### src/rtl/seg_scan_controller.sv
`default_nettype none
// ============================================================================
// Module      : seg_scan_controller
// Description : Time-multiplexed driver for NUM_DIGITS common-anode 7-segment
//               digits sharing one external led_number_decoder. Holds a
//               per-digit value/blank register file written through a
//               valid/ready port, scans the digits with a refresh prescaler,
//               and inserts an all-off dead-time gap between digits so the
//               previous digit's segments never ghost onto the next anode.
// Options     : `define SEG_BLINK_EN adds the blink_mask input and a
//               free-running blink phase that blanks masked digits on
//               alternate BLINK_DIV-cycle half periods.
// Revision    : 1.0 - initial release
// ============================================================================
module seg_scan_controller #(
  parameter int NUM_DIGITS  = 4,
  parameter int REFRESH_DIV = 50000,
  parameter int GAP_CYCLES  = 16,
  parameter int BLINK_DIV   = 25000000
) (
  input  logic                          clk,
  input  logic                          reset_n,
  input  logic                          wr_valid,
  output logic                          wr_ready,
  input  logic [$clog2(NUM_DIGITS)-1:0] wr_digit,
  input  logic [3:0]                    wr_value,
  input  logic                          wr_blank,
`ifdef SEG_BLINK_EN
  input  logic [NUM_DIGITS-1:0]         blink_mask,
`endif
  output logic [3:0]                    dec_num,
  input  logic [7:0]                    dec_leds,
  output logic [7:0]                    seg_out,
  output logic [NUM_DIGITS-1:0]         an_out,
  output logic [$clog2(NUM_DIGITS)-1:0] scan_idx
);

  // --------------------------------------------------------------------------
  // Derived constants
  // --------------------------------------------------------------------------
  localparam int C_IDX_W   = $clog2(NUM_DIGITS);
  localparam int C_CNT_MAX = (REFRESH_DIV > GAP_CYCLES) ? REFRESH_DIV : GAP_CYCLES;
  localparam int C_CNT_W   = (C_CNT_MAX > 1) ? $clog2(C_CNT_MAX) : 1;

  localparam logic [C_CNT_W-1:0] C_DRIVE_END = C_CNT_W'(REFRESH_DIV - 1);
  localparam logic [C_CNT_W-1:0] C_GAP_END   = C_CNT_W'(GAP_CYCLES - 1);
  localparam logic [C_CNT_W-1:0] C_CNT_ONE   = C_CNT_W'(1);

  localparam logic [C_IDX_W-1:0] C_LAST_IDX  = C_IDX_W'(NUM_DIGITS - 1);
  localparam logic [C_IDX_W-1:0] C_IDX_ONE   = C_IDX_W'(1);
  localparam logic [C_IDX_W:0]   C_NUM_DIGITS_EXT = (C_IDX_W + 1)'(NUM_DIGITS);

  localparam logic [NUM_DIGITS-1:0] C_AN_ONE = {{(NUM_DIGITS - 1){1'b0}}, 1'b1};

  // Scan FSM encoding
  localparam logic [0:0] C_ST_GAP   = 1'b0;
  localparam logic [0:0] C_ST_DRIVE = 1'b1;

  // Reject illegal configurations at elaboration time
  if ((NUM_DIGITS < 2) || (NUM_DIGITS > 8) || (REFRESH_DIV < 2) ||
      (GAP_CYCLES < 1) || (BLINK_DIV < 1)) begin : g_param_check
    $error("seg_scan_controller: illegal parameter value");
  end

  // --------------------------------------------------------------------------
  // Registers and wires
  // --------------------------------------------------------------------------
  logic [0:0]            r_state;
  logic [C_CNT_W-1:0]    r_cnt;
  logic [C_IDX_W-1:0]    r_scan_idx;
  logic [3:0]            r_val [NUM_DIGITS];
  logic [NUM_DIGITS-1:0] r_blank;
  logic [7:0]            r_seg;
  logic [NUM_DIGITS-1:0] r_an;

  logic w_drive;
  logic w_wr_conflict;
  logic w_wr_accept;
  logic w_wr_in_range;
  logic w_force_blank;
  logic w_digit_blank;

  assign w_drive = (r_state == C_ST_DRIVE);

  // The lit digit may not be rewritten while it is on the pins, so a write
  // aimed at it stalls until the dead-time gap that follows.
  assign w_wr_conflict = w_drive && (wr_digit == r_scan_idx);
  assign wr_ready      = reset_n & ~w_wr_conflict;
  assign w_wr_accept   = wr_valid & wr_ready;

  // Indices past the last digit are swallowed without touching storage.
  assign w_wr_in_range = ({1'b0, wr_digit} < C_NUM_DIGITS_EXT);

  // The shared decoder always sees the digit currently selected.
  assign dec_num  = r_val[r_scan_idx];
  assign scan_idx = r_scan_idx;
  assign seg_out  = r_seg;
  assign an_out   = r_an;

`ifdef SEG_BLINK_EN
  localparam int C_BLINK_W = (BLINK_DIV > 1) ? $clog2(BLINK_DIV) : 1;
  localparam logic [C_BLINK_W-1:0] C_BLINK_END = C_BLINK_W'(BLINK_DIV - 1);
  localparam logic [C_BLINK_W-1:0] C_BLINK_ONE = C_BLINK_W'(1);

  logic [C_BLINK_W-1:0] r_blink_cnt;
  logic                 r_blink_phase;

  // Free-running blink timebase, independent of the scan position
  always_ff @(posedge clk or negedge reset_n) begin
    if (!reset_n) begin
      r_blink_cnt   <= '0;
      r_blink_phase <= 1'b0;
    end else if (r_blink_cnt == C_BLINK_END) begin
      r_blink_cnt   <= '0;
      r_blink_phase <= ~r_blink_phase;
    end else begin
      r_blink_cnt   <= r_blink_cnt + C_BLINK_ONE;
    end
  end

  // Masked digits go dark in the "off" half period; anode timing is untouched
  assign w_force_blank = r_blink_phase & blink_mask[r_scan_idx];
`else
  assign w_force_blank = 1'b0;
`endif

  assign w_digit_blank = r_blank[r_scan_idx] | w_force_blank;

  // --------------------------------------------------------------------------
  // Scan sequencer: GAP (all off) -> DRIVE (one digit lit) -> next digit
  // --------------------------------------------------------------------------
  always_ff @(posedge clk or negedge reset_n) begin
    if (!reset_n) begin
      r_state    <= C_ST_GAP;
      r_cnt      <= '0;
      r_scan_idx <= '0;
    end else begin
      case (r_state)
        C_ST_GAP: begin
          if (r_cnt == C_GAP_END) begin
            r_state <= C_ST_DRIVE;
            r_cnt   <= '0;
          end else begin
            r_cnt   <= r_cnt + C_CNT_ONE;
          end
        end
        C_ST_DRIVE: begin
          if (r_cnt == C_DRIVE_END) begin
            r_state    <= C_ST_GAP;
            r_cnt      <= '0;
            r_scan_idx <= (r_scan_idx == C_LAST_IDX) ? '0 : (r_scan_idx + C_IDX_ONE);
          end else begin
            r_cnt      <= r_cnt + C_CNT_ONE;
          end
        end
        default: begin
          r_state <= C_ST_GAP;
          r_cnt   <= '0;
        end
      endcase
    end
  end

  // --------------------------------------------------------------------------
  // Per-digit value/blank storage, written on an accepted in-range request
  // --------------------------------------------------------------------------
  always_ff @(posedge clk or negedge reset_n) begin
    if (!reset_n) begin
      for (int i = 0; i < NUM_DIGITS; i++) begin
        r_val[i] <= 4'h0;
      end
      r_blank <= '1;
    end else if (w_wr_accept && w_wr_in_range) begin
      r_val[wr_digit]   <= wr_value;
      r_blank[wr_digit] <= wr_blank;
    end
  end

  // --------------------------------------------------------------------------
  // Registered pin drive: one clk behind the sequencer state, all-off in GAP
  // --------------------------------------------------------------------------
  always_ff @(posedge clk or negedge reset_n) begin
    if (!reset_n) begin
      r_seg <= 8'h00;
      r_an  <= '1;
    end else if (w_drive) begin
      r_seg <= w_digit_blank ? 8'h00 : dec_leds;
      r_an  <= ~(C_AN_ONE << r_scan_idx);
    end else begin
      r_seg <= 8'h00;
      r_an  <= '1;
    end
  end

endmodule
`default_nettype wire

### config.mk
export PLATFORM = sky130hd
export DESIGN_NAME = seg_scan_controller
export DESIGN_NICKNAME = d
export VERILOG_FILES = /design/src/rtl/seg_scan_controller.sv
export SDC_FILE = /design/constraint.sdc
export NUM_CORES = 1
export LEC_CHECK = 0
export BUFFER_PORTS_ARGS = -buffer_cell sky130_fd_sc_hd__buf_2
export CAP_MARGIN = 40
export CORE_MARGIN = 8
export CORE_UTILIZATION = 55
export DETAILED_ROUTE_END_ITERATION = 10
export GPL_TIMING_DRIVEN = 0
export PLACE_DENSITY_LB_ADDON = 0.25
export SLEW_MARGIN = 15
export SYNTH_ARGS = -nofsm -noshare
export SYNTH_HDL_FRONTEND = slang
export SYNTH_SLANG_ARGS = --single-unit
### constraint.sdc
create_clock -name clk -period 2.4 [get_ports clk]
set_input_delay 0.48 -clock clk [delete_from_list [all_inputs] [get_ports clk]]
set_output_delay 0.48 -clock clk [all_outputs]
set_load 0.01 [all_outputs]
==> results of run 1 <==
## critical path: stages (launching register included)
cell     delay (ns)
dfrtp_1        0.41
buf_6          0.18
mux4_2         0.52
buf_2          0.16
## Yosys cell counts (2+ instances only)
master | count | share of area
and2_1 | 8 | 0.022
buf_2 | 2 | 0.0044
clkbuf_1 | 2 | 0.0033
dfrtp_1 | 43 | 0.47
dfstp_2 | 8 | 0.092
ha_1 | 5 | 0.027
inv_1 | 4 | 0.0066
mux2_2 | 22 | 0.11
mux4_2 | 5 | 0.049
nand2_1 | 12 | 0.020
nand3_1 | 5 | 0.011
nand4_1 | 8 | 0.022
nor2_1 | 17 | 0.028
nor3_1 | 2 | 0.0044
nor3_2 | 2 | 0.0088
nor4_1 | 2 | 0.0055
or3_1 | 2 | 0.0055
or4_1 | 2 | 0.0066
xnor2_1 | 6 | 0.023
xor2_1 | 10 | 0.038
## flip-flops by register name, summed over array words and instances (netlist names)
signal    count
an_out        4
r_blank       4
r_cnt        16
r_state       1
r_val        16
scan_idx      2
seg_out       8
## logic make-up after synthesis
group / Yosys count
multiplexers: 27
XOR/XNOR: 16
buffers and inverters: 9
AO/OA/AOI/OAI: 4
adder cells (fa/ha/maj): 5
flip-flops: 51
AND/OR/NAND/NOR: 64
## worst min path at each step
stage	start	to	slack, ns
5_1_grt	reset_n	r_cnt[12]$_DFF_PN0_	0.10
3_3_place_gp	r_val[6]$_DFFE_PN0P_	r_val[6]$_DFFE_PN0P_	0.48
2_1_floorplan	reset_n	r_cnt[0]$_DFF_PN0_	0.18
4_1_cts	reset_n	r_cnt[12]$_DFF_PN0_	0.1
6_report	reset_n	r_cnt[12]$_DFF_PN0_	0.08
3_5_place_dp	reset_n	r_cnt[12]$_DFF_PN0_	0.43
## stage by stage
step,cell area [um2],TNS (ns),utilization
final,2630,0,0.656
after floorplan,2280,0,-
after detailed placement,2540,0,0.636
after CTS,2630,0,0.656
after global routing,2630,0,0.656
after global placement,2520,-3.11,0.631
## per-layer routing
| metal | global-route usage | vias up |
|---|---|---|
| met4 | 0.0491 | 0 |
| met5 | 0 | - |
| li1 | - | 698 |
| met3 | 0.0491 | 7 |
| met1 | 0.169 | 740 |
| met2 | 0.232 | 40 |
## layout make-up
| type | instances | area [um2] | share of cell area |
|---|---|---|---|
| flip-flops and latches | 51 | 1290 | 0.490 |
| repair buffers | 37 | 200 | 0.0763 |
| inverters | 4 | 15.0 | 0.00572 |
| plain buffers | 5 | 28.8 | 0.0110 |
| well taps | 50 | 62.6 | 0.0238 |
| clock inverters | 1 | 5.00 | 0.00191 |
| clock buffers | 7 | 76.3 | 0.0291 |
| multi-input cells | 116 | 951 | 0.362 |
## power groups by stage
stage	logic (mW)	clock network, mW	registers, mW
final	0.236	0.472	1.00
after CTS	0.242	0.486	1.00
after detailed placement	0.241	0	1.02
after floorplan	0.134	0	1.02
after global placement	0.225	0	1.01
after global routing	0.263	0.517	1.02
==> flow_metrics.py, run 1 <==
metrics = {
    "finish": {
        "stdcell_count": 271,
        "layout_commonest_cell": "dfrtp_1",
        "area_growth_pct": 15.1,
        "fin_nets": 243,
        "drive_above_1_share": 0.385,
        "diodes": 0,
        "layout_common_cells": "dfrtp_1 (43), buf_2 (38), mux2_2 (22), nor2_1 (17), nand2_1 (12)",
        "final.fill_count": 301,
    },
    "cts": {
        "clock_path_buffers": 2,
        "ctsResizeCount": 0,
        "clock_sinks": 51,
        "clk_latency_ns": 0.30,
        "cts_buffers": 5,
        "htreeDepth": 2,
        "cts_setup_buffers": 0,
        "path_clk_slew_ns": 0.09,
        "cts_root_buf": "clkbuf_8",
        "cts_tree": "built",
        "cts_hold_buf": 0,
    },
    "setup_path": {
        "arrival_ns": 1.58,
        "r2r-start": "scan_idx[0]$_DFFE_PN0P_",
        "r2r_slack_ns": 0.49,
        "worst_r2r_endpoint": "r_val[2]$_DFFE_PN0P_",
        "critPathLaunch": "scan_idx[0]$_DFFE_PN0P_",
        "rr_worst_depth": 5,
        "cp_max_fo": 9,
        "required_ns": 1.92,
        "start_kind": "register",
        "timing_worst_setup_path_type": "register to output port",
        "cp-endpoint": "dec_num[1]",
        "end_kind": "output port",
    },
    "power_and_ir_drop": {
        "clkPwrFrac": 0.275,
        "peakVddDrop_mv": 0.360,
        "p_seq_frac": 0.587,
        "p_sw_uw": 413,
        "power_density_mw_per_mm2": 653,
        "combPwrFrac": 0.138,
        "swShare": 0.241,
        "totalPowerFinal_mw": 1.71,
        "leakage_nw": 1.18,
        "internal-power_mw": 1.30,
    },
    "routing": {
        "num_vias": 1485,
        "first_iter_violations": 91,
        "route.met3.wl_um": 315,
        "drc": 0,
        "drt_wl_total_um": 4310,
        "wl_met2_um": 2100,
        "wl_per_cell_um": 15.9,
        "top_layer_used": "met4",
        "postRouteAntennaNets": 0,
        "vias_per_cell": 5.48,
        "first_pass_iters": 6,
        "wl_met1_um": 1840,
    },
    "die": {
        "ios": 37,
        "rows": 23,
        "die-area_mm2": 0.00646,
        "fp.dieW_um": 80.4,
        "core-area_mm2": 0.00400,
        "die_h_um": 80.4,
        "start_util": 0.570,
    },
    "grt": {
        "grt_pass1_wl_um": 7170,
        "grt_usage": 0.142,
        "antenna_found_initial": 0,
        "grt_pass1_vias": 1515,
        "grt_overflow_total": 0,
        "grt_max_degree": 40,
    },
    "logic_synthesis": {
        "synth_compound_area_frac": 0.0137,
        "synth-edff-count": 0,
        "netlist_area_mm2": 0.00228,
        "yosysSeqAreaShare": 0.564,
        "synth_mux_area_frac": 0.158,
        "synth_top_family_by_area": "multiplexers",
        "async_flop_share": 1.00,
        "synth-seq-cells": 51,
        "synth_warnings": 0,
        "yosys.cell_types.count": 29,
        "synth_simple_gate_area_share": 0.156,
        "synthCells": 176,
        "syn_nets": 199,
        "avgSynthCellArea_um2": 13.0,
        "synth_adder_area_share": 0.0274,
        "synth_xor_area_frac": 0.0614,
        "ys.flop_type": "dfrtp_1",
    },
    "placement": {
        "io_buffers": 36,
        "place_inst": 263,
        "place_congestion": 0.804,
        "place_worst_setup_slack_ns": 0.0959,
        "dpl.hpwl_um": 3270,
    },
    "job": {
        "maxCapViolCount": 0,
    },
    "status": {
        "outcome": "complete, no violations",
    },
    "timing": {
        "holdWs_ns": 0.0798,
        "tightest_slew_ns": 0.663,
        "finalClockSkew_ns": 0.00812,
        "drv_slew": 0,
        "relSlewSlack": 0.555,
        "timing.final.crit_share": 0.857,
        "fmax_mhz": 486,
        "setup_viol": 0,
        "final.min_clock_period_ns": 2.06,
        "final-hold-violation-count": 0,
        "rsz0062_at_grt": "false",
        "setup_ws_ns": 0.343,
    },
    "hold_path": {
        "hp-class": "primary input to async pin",
    },
}
Note: power is estimated with default switching activity, not from simulation.
==> inputs of run 2 (changes only) <==
--- a/config.mk
+++ b/config.mk
@@ -12,6 +12,7 @@
 export DETAILED_ROUTE_END_ITERATION = 10
 export GPL_TIMING_DRIVEN = 0
 export PLACE_DENSITY_LB_ADDON = 0.25
+export SETUP_SLACK_MARGIN = 0.5
 export SLEW_MARGIN = 15
 export SYNTH_ARGS = -nofsm -noshare
 export SYNTH_HDL_FRONTEND = slang
==> flow_metrics.py, run 2 (synthesis results as in run 1) <==
metrics = {
    "die": {
        "fp.dieW_um": 80.4,
        "core-area_mm2": 0.00400,
        "ios": 37,
        "die-area_mm2": 0.00646,
        "start_util": 0.570,
        "die_h_um": 80.4,
        "rows": 23,
    },
    "timing": {
        "finalClockSkew_ns": 0.0108,
        "drv_slew": 0,
        "fin_setup_tns_ns": 0,
        "setup_viol": 0,
        "timing.final.crit_share": 0.830,
        "rsz0062_at_grt": "true",
        "final.min_clock_period_ns": 1.99,
        "fmax_mhz": 502,
        "relSlewSlack": 0.684,
        "setup_ws_ns": 0.409,
        "final-hold-violation-count": 0,
        "tightest_slew_ns": 0.470,
    },
    "finish": {
        "final.fill_count": 291,
        "drive_above_1_share": 0.410,
        "diodes": 0,
        "fin_nets": 249,
        "area_growth_pct": 18.9,
        "finalCoreUtilization": 0.678,
        "layout_commonest_cell": "dfrtp_1",
        "stdcell_count": 277,
        "layout_common_cells": "dfrtp_1 (43), buf_2 (32), mux2_2 (22), nor2_1 (16), nand2_1 (12)",
    },
    "setup_path": {
        "r2r_slack_ns": 0.51,
        "timing_worst_setup_path_type": "register to output port",
        "start_kind": "register",
        "crit_path_frequent_cell": "buf_6",
        "max_stage_delay_ns": 0.53,
        "end_kind": "output port",
        "rr_worst_depth": 6,
        "critPathTopFamily": "multiplexers",
        "crit_chain": "buf_6 > mux4_2 > buf_6",
        "crit_slowest_cell": "mux4_2",
        "cp_max_fo": 7,
        "required_ns": 1.92,
        "timing.critical_path.buf_inv": 2,
        "r2r-start": "scan_idx[0]$_DFFE_PN0P_",
        "arrival_ns": 1.51,
        "worst_r2r_endpoint": "r_val[13]$_DFFE_PN0P_",
    },
    "placement": {
        "io_buffers": 36,
        "dpl.hpwl_um": 3270,
        "place_inst": 263,
        "place_worst_setup_slack_ns": 0.0959,
        "place_congestion": 0.804,
    },
    "cts": {
        "htreeDepth": 2,
        "cts_buffers": 5,
        "cts_hold_buf": 0,
        "path_clk_slew_ns": 0.09,
        "clock_path_buffers": 2,
        "cts_tree": "built",
        "clock_sinks": 51,
        "cts_root_buf": "clkbuf_8",
        "clk_latency_ns": 0.31,
    },
    "power_and_ir_drop": {
        "peakVddDrop_mv": 0.358,
        "totalPowerFinal_mw": 1.74,
        "leakage_nw": 1.23,
        "power_density_mw_per_mm2": 643,
    },
    "status": {
        "outcome": "complete, no violations",
    },
    "grt": {
        "grt_max_degree": 40,
        "antenna_found_initial": 0,
        "grt_overflow_total": 0,
        "grt_pass1_vias": 1548,
        "grt_usage": 0.148,
        "grt_pass1_wl_um": 7460,
    },
    "routing": {
        "wl_per_cell_um": 16.5,
        "first_pass_iters": 4,
        "drc": 0,
        "postRouteAntennaNets": 0,
        "drt_wl_total_um": 4560,
        "first_iter_violations": 91,
        "vias_per_cell": 5.57,
        "num_vias": 1542,
    },
    "hold_path": {
        "hp-class": "primary input to async pin",
    },
    "job": {
        "maxCapViolCount": 0,
    },
}
[run 2: timing repair]
action                                  4_1_cts  5_1_grt
endpoints found under the setup margin       19       19
resized for setup                             5        4
setup buffers                                 2        4
pin swaps                                     0        3
[run 2: where the power goes]
group	switching, mW	internal [mW]
clock	0.270	0.205
combinational	0.112	0.151
sequential	0.0407	0.964
[run 2: how the worst max path moves through the flow]
stage,depth (start not counted),from,end
after detailed placement,5,reset_n,r_val[2]$_DFFE_PN0P_
after CTS,3,scan_idx[0]$_DFFE_PN0P_,dec_num[1]
after floorplan,5,scan_idx[0]$_DFFE_PN0P_,r_val[10]$_DFFE_PN0P_
final,3,scan_idx[0]$_DFFE_PN0P_,dec_num[1]
after global placement,4,reset_n,r_val[0]$_DFFE_PN0P_
after global routing,3,scan_idx[0]$_DFFE_PN0P_,dec_num[3]
[run 2: cell type report]
cell class,instances,area (um2),share of cell area
inverter,4,15.0,0.00554
timing repair buffer,43,273,0.101
clock buffer,7,76.3,0.0281
tap,50,62.6,0.0231
clock inverter,1,5.00,0.00185
multi-input combinational,116,958,0.353
buffer,5,35.0,0.0129
sequential,51,1290,0.474
[run 2: per-layer routing]
layer,share of wire,global-route usage,up-vias
met2,0.48,0.237,45
met3,0.075,0.0502,7
met1,0.42,0.177,776
li1,-,-,714
met5,0,0,-
met4,0.016,0.0655,0
[run 2: stage by stage]
stage               cell area (um2)  hold slack (ns)
detailed placement             2540            0.425
finish                         2710           0.0241
global route                   2710           0.0292
CTS                            2660           0.0293
floorplan                      2280            0.184
global placement               2520            0.483
